### src/rtl/config_loader_seq.sv
`default_nettype none
// ============================================================================
// Module      : config_loader_seq
// Description : Sequencer for the configuration loader. It counts the loader
//               words arriving on wr_valid and steers each one to the state
//               table, the per-column ctrl/imm config tables, or the inbound
//               buffer. For each consumed word it raises exactly one write
//               strobe, together with that word's entry address.
//
// Ports       : clk, rst                  - clock, synchronous active-high reset
//               start_loader              - one-cycle request to begin a load
//               num_entry_config_table    - ctrl/imm entries per column (N)
//               num_entry_inbound         - inbound-buffer entries (M)
//               wr_valid, wr_data         - incoming loader word
//               state_wr_en               - state-table write strobe
//               cfg_ctrl_wr_en            - ctrl config-table write strobe
//               cfg_imm_wr_en             - imm config-table write strobe
//               cfg_col                   - column targeted by config writes
//               inb_wr_en                 - inbound-buffer write strobe
//               wr_add                    - entry address for the active strobe
//               busy, done, ready         - load status
//
// Revision    : 1.0 - initial release
// ============================================================================
module config_loader_seq #(
    parameter int PHIT_SIZE       = 512,
    parameter int NUM_COL         = 6,
    parameter int DWIDTH_RFADD    = 8,
    parameter int NUM_STATE_ENTRY = 2,
    localparam int COL_W          = (NUM_COL > 1) ? $clog2(NUM_COL) : 1
) (
    input  logic                    clk,
    input  logic                    rst,
    input  logic                    start_loader,
    input  logic [DWIDTH_RFADD-1:0] num_entry_config_table,
    input  logic [DWIDTH_RFADD-1:0] num_entry_inbound,
    input  logic                    wr_valid,
    input  logic [PHIT_SIZE-1:0]    wr_data,
    output logic                    state_wr_en,
    output logic                    cfg_ctrl_wr_en,
    output logic                    cfg_imm_wr_en,
    output logic [COL_W-1:0]        cfg_col,
    output logic                    inb_wr_en,
    output logic [DWIDTH_RFADD-1:0] wr_add,
    output logic                    busy,
    output logic                    done,
    output logic                    ready
);

    localparam logic [2:0] c_ST_IDLE     = 3'd0;
    localparam logic [2:0] c_ST_LD_STATE = 3'd1;
    localparam logic [2:0] c_ST_LD_CTRL  = 3'd2;
    localparam logic [2:0] c_ST_LD_IMM   = 3'd3;
    localparam logic [2:0] c_ST_LD_INB   = 3'd4;
    localparam logic [2:0] c_ST_LOADED   = 3'd5;

    localparam logic [DWIDTH_RFADD-1:0] c_STATE_LAST = DWIDTH_RFADD'(NUM_STATE_ENTRY - 1);
    localparam logic [COL_W-1:0]        c_COL_LAST   = COL_W'(NUM_COL - 1);
    localparam logic [DWIDTH_RFADD-1:0] c_ADD_ONE    = DWIDTH_RFADD'(1);
    localparam logic [COL_W-1:0]        c_COL_ONE    = COL_W'(1);

    logic [2:0]              r_state;
    logic [DWIDTH_RFADD-1:0] r_wr_add;
    logic [COL_W-1:0]        r_cfg_col;
    logic [DWIDTH_RFADD-1:0] r_num_cfg;
    logic [DWIDTH_RFADD-1:0] r_num_inb;
    logic                    r_done;

    logic [2:0]              w_state_nxt;
    logic [DWIDTH_RFADD-1:0] w_wr_add_nxt;
    logic [COL_W-1:0]        w_cfg_col_nxt;
    logic                    w_latch_counts;
    logic                    w_busy;
    logic [2:0]              w_after_cfg;
    logic [2:0]              w_after_state;
    logic                    w_unused_data;

    // The payload travels on a separate datapath; here it is only counted.
    assign w_unused_data = ^wr_data;

    // An empty phase is skipped by choosing the successor at the boundary.
    assign w_after_cfg   = (r_num_inb != '0) ? c_ST_LD_INB : c_ST_LOADED;
    assign w_after_state = (r_num_cfg != '0) ? c_ST_LD_CTRL : w_after_cfg;

    assign w_busy = (r_state == c_ST_LD_STATE) || (r_state == c_ST_LD_CTRL) ||
                    (r_state == c_ST_LD_IMM)   || (r_state == c_ST_LD_INB);

    always_comb begin
        w_state_nxt    = r_state;
        w_wr_add_nxt   = r_wr_add;
        w_cfg_col_nxt  = r_cfg_col;
        w_latch_counts = 1'b0;
        state_wr_en    = 1'b0;
        cfg_ctrl_wr_en = 1'b0;
        cfg_imm_wr_en  = 1'b0;
        inb_wr_en      = 1'b0;

        case (r_state)
            c_ST_IDLE, c_ST_LOADED: begin
                if (start_loader) begin
                    w_state_nxt    = c_ST_LD_STATE;
                    w_wr_add_nxt   = '0;
                    w_cfg_col_nxt  = '0;
                    w_latch_counts = 1'b1;
                end
            end
            c_ST_LD_STATE: begin
                state_wr_en = wr_valid;
                if (wr_valid) begin
                    if (r_wr_add == c_STATE_LAST) begin
                        w_wr_add_nxt  = '0;
                        w_cfg_col_nxt = '0;
                        w_state_nxt   = w_after_state;
                    end else begin
                        w_wr_add_nxt = r_wr_add + c_ADD_ONE;
                    end
                end
            end
            c_ST_LD_CTRL: begin
                cfg_ctrl_wr_en = wr_valid;
                if (wr_valid) begin
                    if (r_wr_add == r_num_cfg - c_ADD_ONE) begin
                        w_wr_add_nxt = '0;
                        w_state_nxt  = c_ST_LD_IMM;
                    end else begin
                        w_wr_add_nxt = r_wr_add + c_ADD_ONE;
                    end
                end
            end
            c_ST_LD_IMM: begin
                cfg_imm_wr_en = wr_valid;
                if (wr_valid) begin
                    if (r_wr_add == r_num_cfg - c_ADD_ONE) begin
                        w_wr_add_nxt = '0;
                        if (r_cfg_col != c_COL_LAST) begin
                            w_cfg_col_nxt = r_cfg_col + c_COL_ONE;
                            w_state_nxt   = c_ST_LD_CTRL;
                        end else begin
                            w_state_nxt = w_after_cfg;
                        end
                    end else begin
                        w_wr_add_nxt = r_wr_add + c_ADD_ONE;
                    end
                end
            end
            c_ST_LD_INB: begin
                inb_wr_en = wr_valid;
                if (wr_valid) begin
                    if (r_wr_add == r_num_inb - c_ADD_ONE) begin
                        w_wr_add_nxt = '0;
                        w_state_nxt  = c_ST_LOADED;
                    end else begin
                        w_wr_add_nxt = r_wr_add + c_ADD_ONE;
                    end
                end
            end
            default: begin
                w_state_nxt   = c_ST_IDLE;
                w_wr_add_nxt  = '0;
                w_cfg_col_nxt = '0;
            end
        endcase
    end

    always_ff @(posedge clk) begin
        if (rst) begin
            r_state   <= c_ST_IDLE;
            r_wr_add  <= '0;
            r_cfg_col <= '0;
            r_num_cfg <= '0;
            r_num_inb <= '0;
            r_done    <= 1'b0;
        end else begin
            r_state   <= w_state_nxt;
            r_wr_add  <= w_wr_add_nxt;
            r_cfg_col <= w_cfg_col_nxt;
            // The only way into LOADED from a busy state is via the last word.
            r_done    <= w_busy && (w_state_nxt == c_ST_LOADED);
            if (w_latch_counts) begin
                r_num_cfg <= num_entry_config_table;
                r_num_inb <= num_entry_inbound;
            end
        end
    end

    assign busy    = w_busy;
    assign done    = r_done;
    assign ready   = (r_state == c_ST_LOADED);
    assign wr_add  = r_wr_add;
    assign cfg_col = r_cfg_col;

endmodule
`default_nettype wire
### config.mk
export PLATFORM = sky130hd
export DESIGN_NAME = config_loader_seq
export DESIGN_NICKNAME = d
export VERILOG_FILES = /design/src/rtl/config_loader_seq.sv
export SDC_FILE = /design/constraint.sdc
export NUM_CORES = 1
export LEC_CHECK = 0
export ABC_CLOCK_PERIOD_IN_PS = 2500
export BUFFER_PORTS_ARGS = -buffer_cell sky130_fd_sc_hd__buf_2
export CELL_PAD_IN_SITES_DETAIL_PLACEMENT = 0
export CELL_PAD_IN_SITES_GLOBAL_PLACEMENT = 2
export CORE_AREA = 2 2 215 217
export DETAILED_ROUTE_END_ITERATION = 10
export DIE_AREA = 0 0 217 219
export GPL_TIMING_DRIVEN = 0
export PLACE_DENSITY_LB_ADDON = 0.3
export SYNTH_ARGS = -nofsm -noshare
export SYNTH_HDL_FRONTEND = slang
export SYNTH_SLANG_ARGS = --single-unit
### constraint.sdc
create_clock -name clk -period 2.5 [get_ports clk]
set_input_delay 0.5 -clock clk [delete_from_list [all_inputs] [get_ports clk]]
set_output_delay 0.5 -clock clk [all_outputs]
set_load 0.005 [all_outputs]
# [After elaboration in Yosys (flattened, before gate mapping)]
# Index checks and enable logic that the tools add are counted.
[op_classes] addsub=4 n_eq_ne=18 n_mux=34 bitwise=1 n_reduce_logical=12
[ops] operator="$mux 8" n=7
[ops] operator="$mux 3" n=17
[ops] operator="$pmux 8 s4" n=1
[ops] operator="$eq 8x8->1" n=2
[ops] operator="$reduce_bool 8->1" n=2
[ops] operator="$sub 8x1->8 const B" n=2
[ops] operator="$pmux 3 s5" n=1
[ops] operator="$pmux 3 s4" n=1
[ops] operator="$eq 3x3->1 const B" n=3
[ops] operator="$add 8x1->8 const B" n=1
[ops] operator="$eq 8x1->1 const B" n=1
[ops] operator="$ne 2x1->1 const B" n=4
[ops] operator="$ne 2x2->1 const B" n=4
[ops] operator="$mux 1" n=7
[ops] operator="$reduce_and 7->1" n=1
[ops] operator="$eq 3x2->1 const B" n=2
[ops] operator="$reduce_or 2->1" n=3
[ops] operator="$reduce_and 4->1" n=1
[ops] operator="$add 3x1->3 const B" n=1
[ops] operator="$eq 3x1->1 const B" n=1
[ops] operator="$logic_not 3->1" n=1
[ops] operator="$logic_or 1x1->1" n=3
[ops] operator="$ne 3x3->1 const B" n=1
[ops] operator="$logic_and 1x1->1" n=1
[ops] operator="$not 1->1" n=1
[totals] ff_bits=31 inputBits=532 output_inout_bits=18

# [Longest topological paths before layout]
# Gate-level depths: netlist (run 1).
[logic_depth] word_depth=8 depth_mapped=9 ltp_nobuf=9

# [Worst setup path before layout (run 1)]
# No wires, ideal clock.
[synth_path] path_kind="reg2reg" startpoint="register r_num_inb[0]" endpoint="register r_wr_add[5], in the netlist wr_add[5]" setup_ns=0.083 arrival_ns=2.086 path_slack_ns=0.332 stages_incl_launch_ff=10 path_buffers=0 synth_period_minus_slack_ns=2.168 path_cell_list="dfxtp_1 -> inv_1 -> ha_1 -> or3b_1 -> o31a_1 -> o2111ai_1 -> a211oi_2 -> o31ai_2 -> o21ai_0 -> o221ai_1"
[synth_via] elab_chain_cells=5
[synth_lines] item="from (decl)" line_no="66" source="logic [DWIDTH_RFADD-1:0] r_num_inb;"
[synth_lines] item="from (signal assigned)" line_no="181" source="r_num_inb <= num_entry_inbound;"
[synth_lines] item="$sub 8x1->8" line_no="149" source="if (r_wr_add == r_num_inb - c_ADD_ONE) begin"
[synth_lines] item="$eq 8x8->1" line_no="149"
[synth_lines] item="$mux 8" line_no="149"
[synth_lines] item="$mux 8" line_no="148" source="if (wr_valid) begin"
[synth_lines] item="$pmux 8 s4" line_no="98" source="case (r_state)"
[synth_lines] item="to (signal assigned)" line_no="175" source="r_wr_add <= w_wr_add_nxt;"
[synth_lines] item="to (decl)" line_no="63" source="logic [DWIDTH_RFADD-1:0] r_wr_add;"
# Every way passes these cells. The select of a mux whose other input is x is not followed.
# A chain may end at the register's enable or synchronous reset.

# [Worst setup path after layout (run 1)]
[layout_path] startpoint="register r_num_inb[1]" endpoint="register r_done, in the netlist done"
[layout_via] elab_chain_cells=8 elab_cells_between_ends=15 cone_classes="add/sub: 1; eq/ne: 2; mux: 10; reduce/logical: 2"
[layout_lines] item="branches (longest 5 deep; another with $sub 8x1->8)"
[layout_lines] item="$pmux 3 s5 *" line_no="98"
[layout_lines] item="$eq 3x3->1 *" line_no="178" source="r_done <= w_busy && (w_state_nxt == c_ST_LOADED);"
[layout_lines] item="$logic_and 1x1->1 *" line_no="178"
[layout_lines] item="to (signal assigned)" line_no="178"
[layout_lines] item="to (decl)" line_no="67" source="logic r_done;"
# Every way passes the cells marked *.

==> impl_metrics.toml, run 1 <==
[sta]
worst_slack_ps = 135.3
hold_viol = 0
max_slew_margin_pct = 56.09
clock_skew_ps = 6.053
finalCriticalPeriod_ps = 2365
tightest_slew_ps = 656.2
finalCritPeriodShare_pct = 94.59
max_freq_ghz = 0.4229
maxSlewViolCount = 0
setup_violations = 0
rsz0062_at_grt = "false"

[worst_setup_path]
critPathArrivalTime_ps = 2510
critPathKind = "reg2reg"
cpMaxStageDelayCell = "or3b_4"
crit_chain = "inv_1, ha_2, or3b_4, o31a_1, o2111ai_2, a211oi_4, buf_4, a211oi_2, a221oi_2"
cp-end-kind = "register"
crit_fanout = 5
critPathLaunchType = "register"
required_ps = 2640
cpPeakStageDelay_ps = 410

[finish]
fin_nets = 879
final_cell_area_sq_um = 3452
drive_above_1_share_pct = 27.27
final_common_cell = "nand2_1"
multi_input_area_sq_um = 1580
syn2layout_area_growth_pct = 56.94
mostFrequentLayoutCells = "56 x nand2_1, 39 x buf_2, 26 x dfxtp_1, 23 x a21oi_1, 16 x inv_1"
diodes = 0
num-fill-cells = 5344
layout.area.seq_sq_um = 634.4
final_core_util_pct = 7.656

[logic_synthesis]
ys_types = 59
seq_area_frac_synth_pct = 28.21
syn_nets = 832
async_reset_ff_share_pct = 0
ys_warn_count = 0
netlist_instances = 293
synth_seq_cells = 31
syn-cell-area_sq_um = 2200
avgSynthCellArea_sq_um = 7.507
synth_flop_cell = "dfxtp_1"
synth_edf_count = 0

[grt]
grt_max_degree = 11
grt_pass1_wl_um = 15020
grt_pass1_vias = 2285
gr-total-overflow = 0
track_usage_pct = 4.322
antenna_found_initial = 0

[cts]
cts_tree = "done"
cts_root_buf = "clkbuf_16"
clkTransAtPathRegs_ps = 60
clock_latency_ps = 290
ctsHoldBuffers = 0
htree_levels = 2
cts_buffers = 5
clock_path_buffers = 2
cts_sinks = 31

[pwr]
peakVddDrop_uv = 167.4
intPower_mw = 1.020
power_leakage_nw = 1.126
p_comb_share_pct = 22.5
seqPwrFrac_pct = 36.8
power.share.switching_pct = 31.50
p_sw_uw = 468.9
power_frac_clock_pct = 40.7
power-per-cell-area_nw_per_um2 = 431.3

[status]
outcome = "finished, final reports clean"

[floorplanning]
die_x_um = 217
coreArea_sq_um = 45090
num_rows = 78
die_h_um = 219
dieArea_sq_um = 47520
ios = 550
start_util_pct = 4.878

[place]
io_buffers = 36
pre_cts_slack_ps = -210.1
hpwl_um = 7824
gp_congestion = 0.6554
place_area_sq_um = 3131

[routing]
first_iter_violations = 107
wl_per_cell_um = 10.38
drc = 0
vias = 2219
ant_nets = 0
viasPerCell = 2.358
drt-total-wl_um = 9765
first_pass_iters = 4

[hold_path]
hp-class = "in2reg"

[job]
drv_cap = 0
==> layout make-up <==
class                      count  share of cell area (%)
buffer                        16                   1.957
clock buffer                   7                   3.842
clock inverter                 1                  0.1450
inverter                      17                   1.848
multi-input combinational    228                   45.78
sequential                    31                   18.38
tap                          600                   21.75
timing repair buffer          41                   6.307
==> per-stage QoR <==
| stage | hold slack [ps] | power, mW | TNS [ps] | cells |
|---|---|---|---|---|
| after floorplan | 461.0 | 0.7526 | 0 | 293 |
| after global placement | 476.1 | 0.8593 | -2662 | 929 |
| after detailed placement | 488.1 | 0.8548 | -2066 | 929 |
| after CTS | 434.2 | 1.526 | 0 | 942 |
| after global routing | 452.7 | 1.582 | 0 | 941 |
| final | 448.9 | 1.489 | 0 | 941 |
==> metal layers <==
metal | vias to the layer above | part of all wire, % | global-route usage, % | wire (um)
li1 | 1127 | - | - | -
met1 | 1043 | 50 | 5.767 | 4894
met2 | 41 | 44 | 6.592 | 4316
met3 | 8 | 3.9 | 1.053 | 378
met4 | 0 | 1.8 | 1.849 | 176
met5 | - | 0 | 0 | 0
==> registers in the layout, indices dropped and copies added, names as in the netlist <==
| name | count |
|---|---|
| cfg_col | 3 |
| done | 1 |
| r_num_cfg | 8 |
| r_num_inb | 8 |
| r_state | 3 |
| wr_add | 8 |
==> power groups by stage <==
| stage | clock network (mW) | logic [mW] | registers (mW) |
|---|---|---|---|
| finish | 0.606 | 0.335 | 0.549 |
| global route | 0.651 | 0.377 | 0.553 |
| CTS | 0.650 | 0.330 | 0.546 |
| detailed placement | 0 | 0.299 | 0.556 |
| global placement | 0 | 0.304 | 0.556 |
| floorplan | 0 | 0.207 | 0.546 |
==> cells in the mapped netlist (2+ instances only) <==
cell type	instances	area (sq um)
nand2_1	56	210.2
dfxtp_1	31	620.6
a21oi_1	24	120.1
inv_1	17	63.81
nor2_1	16	60.06
clkbuf_1	13	48.80
xnor2_1	10	87.58
xor2_1	10	87.58
o21ai_0	9	45.04
nand3_1	8	40.04
nor3_1	8	40.04
ha_1	7	87.58
and3_1	6	37.54
nor4_1	6	37.54
nand2b_1	5	31.28
o211ai_1	4	30.03
or3_1	4	25.02
a211oi_2	3	37.54
buf_2	3	15.01
o221ai_1	3	26.28
or2_2	3	18.77
a211oi_1	2	15.01
a22oi_1	2	15.01
a31oi_1	2	12.51
nand4_1	2	12.51
nor2b_1	2	12.51
nor4_4	2	42.54
o2111ai_1	2	17.52
o22ai_1	2	12.51
or4_1	2	15.01
==> cell families (layout without fill, tap and decap cells) <==
kind of cell | Yosys count | count (layout) | share of synthesized area [%]
AO/OA/AOI/OAI | 70 | 70 | 22.53
XOR/XNOR | 20 | 20 | 7.963
adder cells (fa/ha/maj) | 7 | 7 | 3.982
buffers and inverters | 34 | 82 | 5.972
flip-flops | 31 | 31 | 28.21
multiplexers | 1 | 1 | 0.4551
AND/OR/NAND/NOR | 130 | 130 | 30.89
==> worst max-delay path, delay by kind of cell (launching register included) <==
kind                       cells  cell delay (ps)
AOI/OAI and AO/OA              5             1040
and+or+nand+nor                1              410
DFF                            1              360
buffers and inverters          2              230
adders and majority gates      1              180
==> path summary, 6_finish.rpt <==
kind                        startpoint           end  slack [ps]  cells after the start
setup reg to reg          r_num_inb[1]          done         140                      9
hold / removal    num_entry_inbound[1]  r_num_inb[1]         450                      3
hold reg to reg           r_num_cfg[7]  r_num_cfg[7]         490                      2
setup / recovery          r_num_inb[1]          done         140                      9
==> repair_timing <==
action,CTS,global route
setup buffers,6,0
resized for setup,18,21
endpoints found under the hold margin,0,0
endpoints found under the setup margin,19,20
pin swaps,8,5
Note: power is estimated with default switching activity, not from simulation.
==> run 2, diff against run 1 <==
==> constraint.sdc (replaced) <==
create_clock -name clk -period 2.5 [get_ports clk]
set_input_delay 0 -clock clk [delete_from_list [all_inputs] [get_ports clk]]
set_output_delay 0 -clock clk [all_outputs]
set_load 0.005 [all_outputs]
==> run 2 against run 1 <==
Against the previous run:
- non-clock buffer count increased by 16
- register-to-register slack about the same
- sequential share of layout area decreased by 0.81 points
- clock skew increased by 0.64 ps
- worst hold slack got worse by 280 ps
- via count increased by 3.1%
- clock power about the same
==> impl_metrics.toml, run 2 (synthesis results as in run 1) <==
[sta]
max_slew_margin_pct = 55.79
rsz0062_at_grt = "false"
max_freq_ghz = 0.4249
setup_violations = 0
tightest_slew_ps = 660.7
finalCriticalPeriod_ps = 2353
maxSlewViolCount = 0
finalCritPeriodShare_pct = 94.14
hold_viol = 0
clock_skew_ps = 6.690

[hold_path]
hp-start = "start_loader"
holdPathStages = 4
hold_end = "r_state[2]"
hp-class = "in2reg"

[grt]
grt_max_degree = 11
grt_pass1_wl_um = 15190
gr-total-overflow = 0
track_usage_pct = 4.357
antenna_found_initial = 0
grt_pass1_vias = 2348

[worst_setup_path]
timing.rr.end = "done"
cpPeakStageDelay_ps = 380
required_ps = 2700
critPathLaunchType = "register"
critPathArrivalTime_ps = 2560
r2r_slack_ps = 150
r2r_start = "r_num_cfg[1]"
crit_chain = "inv_1, ha_4, nand2b_1, a21oi_2, o22ai_2, nor4_4, buf_4, nand3_2, or3_4, a221oi_2"
crit_fanout = 6
cp-end-kind = "register"
worst-path-buf-inv = 2
path_delay_family = "simple AND/OR/NAND/NOR gates"
cpMaxStageDelayCell = "or3_4"
critPathKind = "reg2reg"
reg2regPathDepth = 10

[routing]
first_pass_iters = 4
first_iter_violations = 119
wl_per_cell_um = 10.30
ant_nets = 0
vias = 2287
viasPerCell = 2.390
drt-total-wl_um = 9854
drc = 0

[floorplanning]
ios = 550
coreArea_sq_um = 45090
start_util_pct = 4.878
die_x_um = 217
num_rows = 78
die_h_um = 219
dieArea_sq_um = 47520

[place]
gp_congestion = 0.6554
io_buffers = 36
hpwl_um = 7824

[finish]
final_common_cell = "nand2_1"
syn2layout_area_growth_pct = 64.22
final_core_util_pct = 8.011
diodes = 0
mostFrequentLayoutCells = "56 x nand2_1, 39 x buf_2, 26 x dfxtp_1, 23 x a21oi_1"
fin_nets = 895
drive_above_1_share_pct = 26.05

[cts]
cts_tree = "done"
htree_levels = 2
cts_root_buf = "clkbuf_16"
clock_latency_ps = 290
cts_buffers = 5
clkTransAtPathRegs_ps = 60
clock_path_buffers = 2
cts_sinks = 31

[status]
outcome = "finished, final reports clean"

[pwr]
peakVddDrop_uv = 167.5
power_leakage_nw = 1.193
power-per-cell-area_nw_per_um2 = 418.1
total_power_mw = 1.510

[job]
drv_cap = 0
run 2: final cells by class:
cell class	count	area [sq um]
fill	5337	41480
multi-input combinational	228	1580
tap	600	750.7
sequential	31	634.4
timing repair buffer	57	377.9
clock buffer	7	132.6
buffer	16	67.56
inverter	17	63.81
clock inverter	1	5.005
run 2: repair_timing:
item	4_1_cts	5_1_grt
endpoints found under the setup margin	19	20
setup buffers	6	0
resized for setup	18	21
pin swaps	8	5
endpoints found under the hold margin	16	0
hold buffers	16	0
run 2: how the worst max path moves through the flow:
stage | startpoint | endpoint | slack [ps] | cells after the start
2_1_floorplan | r_num_inb[0] | wr_add[5] | 330 | 9
3_5_place_dp | r_state[1] | r_num_cfg[0] | -210 | 7
6_report | r_num_cfg[1] | done | 150 | 10
5_1_grt | r_num_cfg[1] | done | 4 | 10
3_3_place_gp | r_state[1] | r_num_cfg[0] | -250 | 7
4_1_cts | r_num_inb[4] | wr_add[5] | 9 | 9
run 2: worst min-delay path, delay by kind of cell:
| kind | cells | cell delay, ps |
|---|---|---|
| AOI/OAI and AO/OA | 3 | 280 |
| buffers and inverters | 1 | 120 |
run 2: power breakdown:
group | switching (mW) | total, mW | internal, mW | leakage (nW)
clock | 0.239 | 0.607 | 0.368 | 0.0679
combinational | 0.200 | 0.355 | 0.154 | 0.869
sequential | 0.0348 | 0.548 | 0.514 | 0.256
run 2: per-layer routing:
layer	wire (um)	vias up	global-route usage [%]
li1	-	1160	-
met1	5045	1085	5.876
met2	4363	34	6.677
met3	269	8	0.9286
met4	176	0	1.849
met5	0	-	0
run 2: per-stage QoR:
step | cells | instance area, sq um | TNS, ps | hold slack (ps) | setup slack, ps
finish | 957 | 3612 | 0 | 168.2 | 146.6
global route | 957 | 3612 | 0 | 176.3 | 3.866
CTS | 958 | 3545 | 0 | 158.2 | 9.281
detailed placement | 929 | 3131 | -2066 | 248.5 | -210.1
global placement | 929 | 3131 | -2662 | 248.3 | -251.8
floorplan | 293 | 2200 | 0 | 103.8 | 331.6
